<file path="src/rtl/mem_bus_arbiter.sv">
// mem_bus_arbiter: round-robin sharing of one memory port between icache (m0) and dcache (m1), with a stall watchdog
module mem_bus_arbiter #(
  parameter int TIMEOUT_WIDTH = 8,
  parameter int TIMEOUT = 255
) (
  input  logic        clk,
  input  logic        res,
  input  logic [31:0] m0_addr,
  input  logic [31:0] m0_dataOut,
  input  logic        m0_re,
  input  logic        m0_we,
  output logic [31:0] m0_dataIn,
  output logic        m0_ready,
  input  logic [31:0] m1_addr,
  input  logic [31:0] m1_dataOut,
  input  logic        m1_re,
  input  logic        m1_we,
  output logic [31:0] m1_dataIn,
  output logic        m1_ready,
  output logic [31:0] mem_addr,
  output logic [31:0] mem_dataOut,
  output logic        mem_re,
  output logic        mem_we,
  input  logic [31:0] mem_dataIn,
  input  logic        mem_ready,
  output logic        busError,
  input  logic        errClr
);
  typedef enum logic [1:0] {S_IDLE, S_GNT0, S_GNT1} state_t;
  state_t state, nextState;
  logic lastGrant;
  logic [TIMEOUT_WIDTH-1:0] wdCnt;
  logic req0, req1, sel1, granted, active, stall, timeout;
  assign req0 = m0_re | m0_we;
  assign req1 = m1_re | m1_we;
  assign sel1 = state == S_GNT1;
  assign granted = !res && state != S_IDLE;
  assign active = granted && (sel1 ? req1 : req0);
  assign stall = active && !mem_ready;
  assign timeout = stall && wdCnt == TIMEOUT_WIDTH'(TIMEOUT - 1);
  always_ff @(posedge clk) begin
    if (res) begin
      state <= S_IDLE;
      lastGrant <= 1'b1;
      wdCnt <= '0;
      busError <= 1'b0;
    end else begin
      state <= nextState;
      lastGrant <= (state != S_IDLE && nextState == S_IDLE) ? sel1 : lastGrant;
      wdCnt <= (stall && !timeout) ? wdCnt + 1'b1 : '0;
      busError <= timeout | (busError & ~errClr);
    end
  end
  always_comb begin
    nextState = state;
    case (state)
      S_IDLE: nextState = (req0 && req1) ? (lastGrant ? S_GNT0 : S_GNT1) :
                          req0 ? S_GNT0 : req1 ? S_GNT1 : S_IDLE;
      S_GNT0: nextState = req0 ? S_GNT0 : S_IDLE;
      S_GNT1: nextState = req1 ? S_GNT1 : S_IDLE;
      default: nextState = S_IDLE;
    endcase
  end
  always_comb begin
    mem_addr = granted ? (sel1 ? m1_addr : m0_addr) : '0;
    mem_dataOut = granted ? (sel1 ? m1_dataOut : m0_dataOut) : '0;
    mem_re = active && !timeout && (sel1 ? m1_re : m0_re);
    mem_we = active && !timeout && (sel1 ? m1_we : m0_we);
    m0_ready = active && !sel1 && (mem_ready || timeout);
    m1_ready = active && sel1 && (mem_ready || timeout);
    m0_dataIn = (timeout && !sel1) ? '0 : mem_dataIn;
    m1_dataIn = (timeout && sel1) ? '0 : mem_dataIn;
  end
endmodule

</file>
<file path="config.mk">
export PLATFORM = sky130hd
export DESIGN_NAME = mem_bus_arbiter
export DESIGN_NICKNAME = d
export VERILOG_FILES = /design/src/rtl/mem_bus_arbiter.sv
export SDC_FILE = /design/constraint.sdc
export NUM_CORES = 1
export LEC_CHECK = 0
export CAP_MARGIN = 5
export CORE_AREA = 10 10 109 111
export DETAILED_ROUTE_END_ITERATION = 7
export DIE_AREA = 0 0 119 121
export PLACE_DENSITY = 0.72
export SYNTH_ARGS = -nofsm -noshare
export SYNTH_HDL_FRONTEND = slang
export SYNTH_SLANG_ARGS = --single-unit
</file>
<file path="constraint.sdc">
create_clock -name clk -period 2.2 [get_ports clk]
set_input_delay 0.22 -clock clk [delete_from_list [all_inputs] [get_ports clk]]
set_output_delay 0.22 -clock clk [all_outputs]
set_load 0.03 [all_outputs]
</file>
==> out/qor.csv <==
metric,value,unit
status,finished clean,
antenna_found_initial,0,
finalPower,1.64,mW
start_util,0.216,
clkTransAtPathRegs,50,ps
grt_pass1_wl,21000,um
critPathMaxFanout,66,
synth_seq_cells,12,
syn_inst,296,
drc,0,
final_nets,754,
drt_iter0_markers,228,
path_delay_family,buffers and inverters,
worst_path_max_delay_cell,dfxtp_1,
grt_start_max_net_pins,67,
finalCritPeriodShare,0.942,
ant_nets,0,
path_cells,"inv_1, ha_1, nand3_1, nor3_4, buf_12, a21boi_0, buf_12",
ios,301,
worstMarginPinSlew,575,ps
cp_common_cell,buf_12,
crit_type,flip-flop to output pin,
multiInputGateArea,1660,um^2
rsz0062_at_grt,false,
irDropWorstVdd,0.000186,V
syn_to_final_growth,151,%
numCtsBuffers,3,
critPathMaxStageDelay,410,ps
rows,36,
wire_per_inst,19.9,um
power.density,313,nW/um^2
gr-total-overflow,0,
yosysTopAreaCell,a22oi_1,
drive_above_1_share,0.295,
end_kind,output pin,
required,1980,ps
ys_types,40,
ys_top_cells_by_area,"a22oi_1 23%, a21boi_0 13%, nor2_1 12%, dfxtp_1 12%, a21boi_1 10%",
maxCapViolCount,0,
ctsHtreeMaxLevel,1,
crit_start,wdCnt[0],
first_pass_iters,4,
synth-edff-count,0,
fillers,911,
synthFlopType,dfxtp_1,
fp.dieW,119,um
cts.sinks,12,
io_buffer_count,300,
final_area,5230,um^2
syn-num-nets,466,
die_y,121,um
leakagePower,2.15,nW
setup_ws,128,ps
placed_area,5070,um^2
final_core_util,0.543,
viasPerCell,4.87,
timing.rr.start,state[0],
hold_class,flip-flop to flip-flop,
clock_latency,250,ps
tritoncts,yes,
crit_buf_inv,3,
maxSlewViolCount,0,
worstHoldStart,lastGrant,
synth_top_area_share,0.230,
regArea,241,um^2
max_freq,483,MHz
ys.warnings.count,0,
setup_violations,0,
ys_seq_area_frac,0.115,
grt_usage,0.180,
hpwlAfterDp,11800,um
relSlewSlack,0.614,
n_antenna_cell,0,
skew,0.555,ps
cts-root-buf,clkbuf_8,
core_area,9640,um^2
async_reset_ff_frac,0,
cp-start-kind,flip-flop,
num_vias,3489,
cts.path.max_buffers,2,
die_area,14400,um^2
grt_pass1_vias,3591,
syn_area_per_cell,7.05,um^2
gp_congestion,0.766,
routed_wl,14200,um
synth_area,2090,um^2
preCtsSetupSlack,-415,ps
whs,515,ps
min_period,2070,ps
hold_viol_final,0,
worst_ep_arrival_time,1850,ps
-- cell families (layout without fill, tap and decap cells) --
| family | count (synthesis) | count (layout) | share of synthesized area |
|---|---|---|---|
| AOI/OAI and AO/OA | 141 | 141 | 0.516 |
| adders and majority gates | 2 | 2 | 0.0120 |
| and+or+nand+nor | 97 | 98 | 0.232 |
| muxes | 2 | 2 | 0.00960 |
| buffers and inverters | 39 | 325 | 0.103 |
| DFF | 12 | 12 | 0.115 |
| xor gates and xnor gates | 3 | 3 | 0.0126 |
-- worst paths after layout --
path | to | slack [ps] | cells past startpoint
setup / recovery | m1_dataIn[8] | 130 | 7
hold / removal | state[1] | 520 | 1
setup reg to reg | busError | 510 | 4
hold reg to reg | state[1] | 520 | 1
-- Yosys cell counts (2+ instances only) --
cell type,instances
nor2_1,67
a22oi_1,64
a21boi_0,36
a21boi_1,28
buf_4,14
clkbuf_1,13
dfxtp_1,12
nor3_1,8
buf_2,6
nand3_1,4
o21ai_0,4
a211oi_2,3
or3_1,3
and2_1,2
buf_1,2
ha_1,2
inv_1,2
mux2i_1,2
nor3_2,2
xor2_1,2
-- layout make-up --
class                           instances  share of cell area
Clock buffer                            4              0.0105
Sequential cell                        12              0.0462
Timing Repair Buffer                  319               0.592
Inverter                                2             0.00143
Tap cell                              133              0.0318
Multi-Input combinational cell        246               0.318
-- where the power goes --
part	switching [mW]	leakage, nW	internal (mW)	total (mW)
Sequential	0.0109	0.0975	0.223	0.234
Clock	0.0841	0.0288	0.158	0.242
Combinational	0.565	2.03	0.596	1.16
Total	0.660	2.15	0.978	1.64
-- metrics by stage --
stage          std cells  setup TNS, ps
2_1_floorplan        296              0
3_3_place_gp         705          -8420
3_5_place_dp         705         -12390
4_1_cts              714              0
5_1_grt              716              0
6_report             716              0
-- worst register-to-register path, delay by kind of cell, from the launching register on --
family | cells | cell delay (ps)
AO/OA/AOI/OAI | 3 | 960
buffers and inverters | 1 | 190
flip-flops | 1 | 450
-- per-layer routing --
metal  wire, um  GRT usage  up-vias
met5          0          0        -
met4        163     0.0389        0
met3       1590     0.0800        9
met2       7320      0.331      200
met1       5170      0.183     1603
li1           -          -     1677
-- repair_timing --
| action | in CTS | in global routing |
|---|---|---|
| endpoints found under the setup margin | 34 | 21 |
| hold buffers | 0 | 0 |
| pin swaps | 1 | 1 |
| buffers inserted | 3 | 2 |
| resized for setup | 2 | 5 |
| cloned | 2 | 0 |
-- cell usage in the layout (no fill, tap or decap), drive strengths merged, types with 2 or more instances in the layout --
| master | count |
|---|---|
| xor2 | 2 |
| nand3 | 4 |
| o21ai | 5 |
| clkbuf | 5 |
| nor3 | 10 |
| nor2 | 67 |
| nor4 | 3 |
| buf | 150 |
| nand4 | 2 |
| a211oi | 3 |
| or3 | 3 |
| ha | 2 |
| clkdlybuf4s50 | 167 |
| a22oi | 64 |
| dfxtp | 12 |
| mux2i | 2 |
| a21boi | 64 |
| inv | 2 |
| and2 | 2 |
-- registers in the layout, summed over array words and instances, names as in the netlist --
signal,flops
state,2
busError,1
lastGrant,1
wdCnt,8
Power figures use the tool's default switching activity.
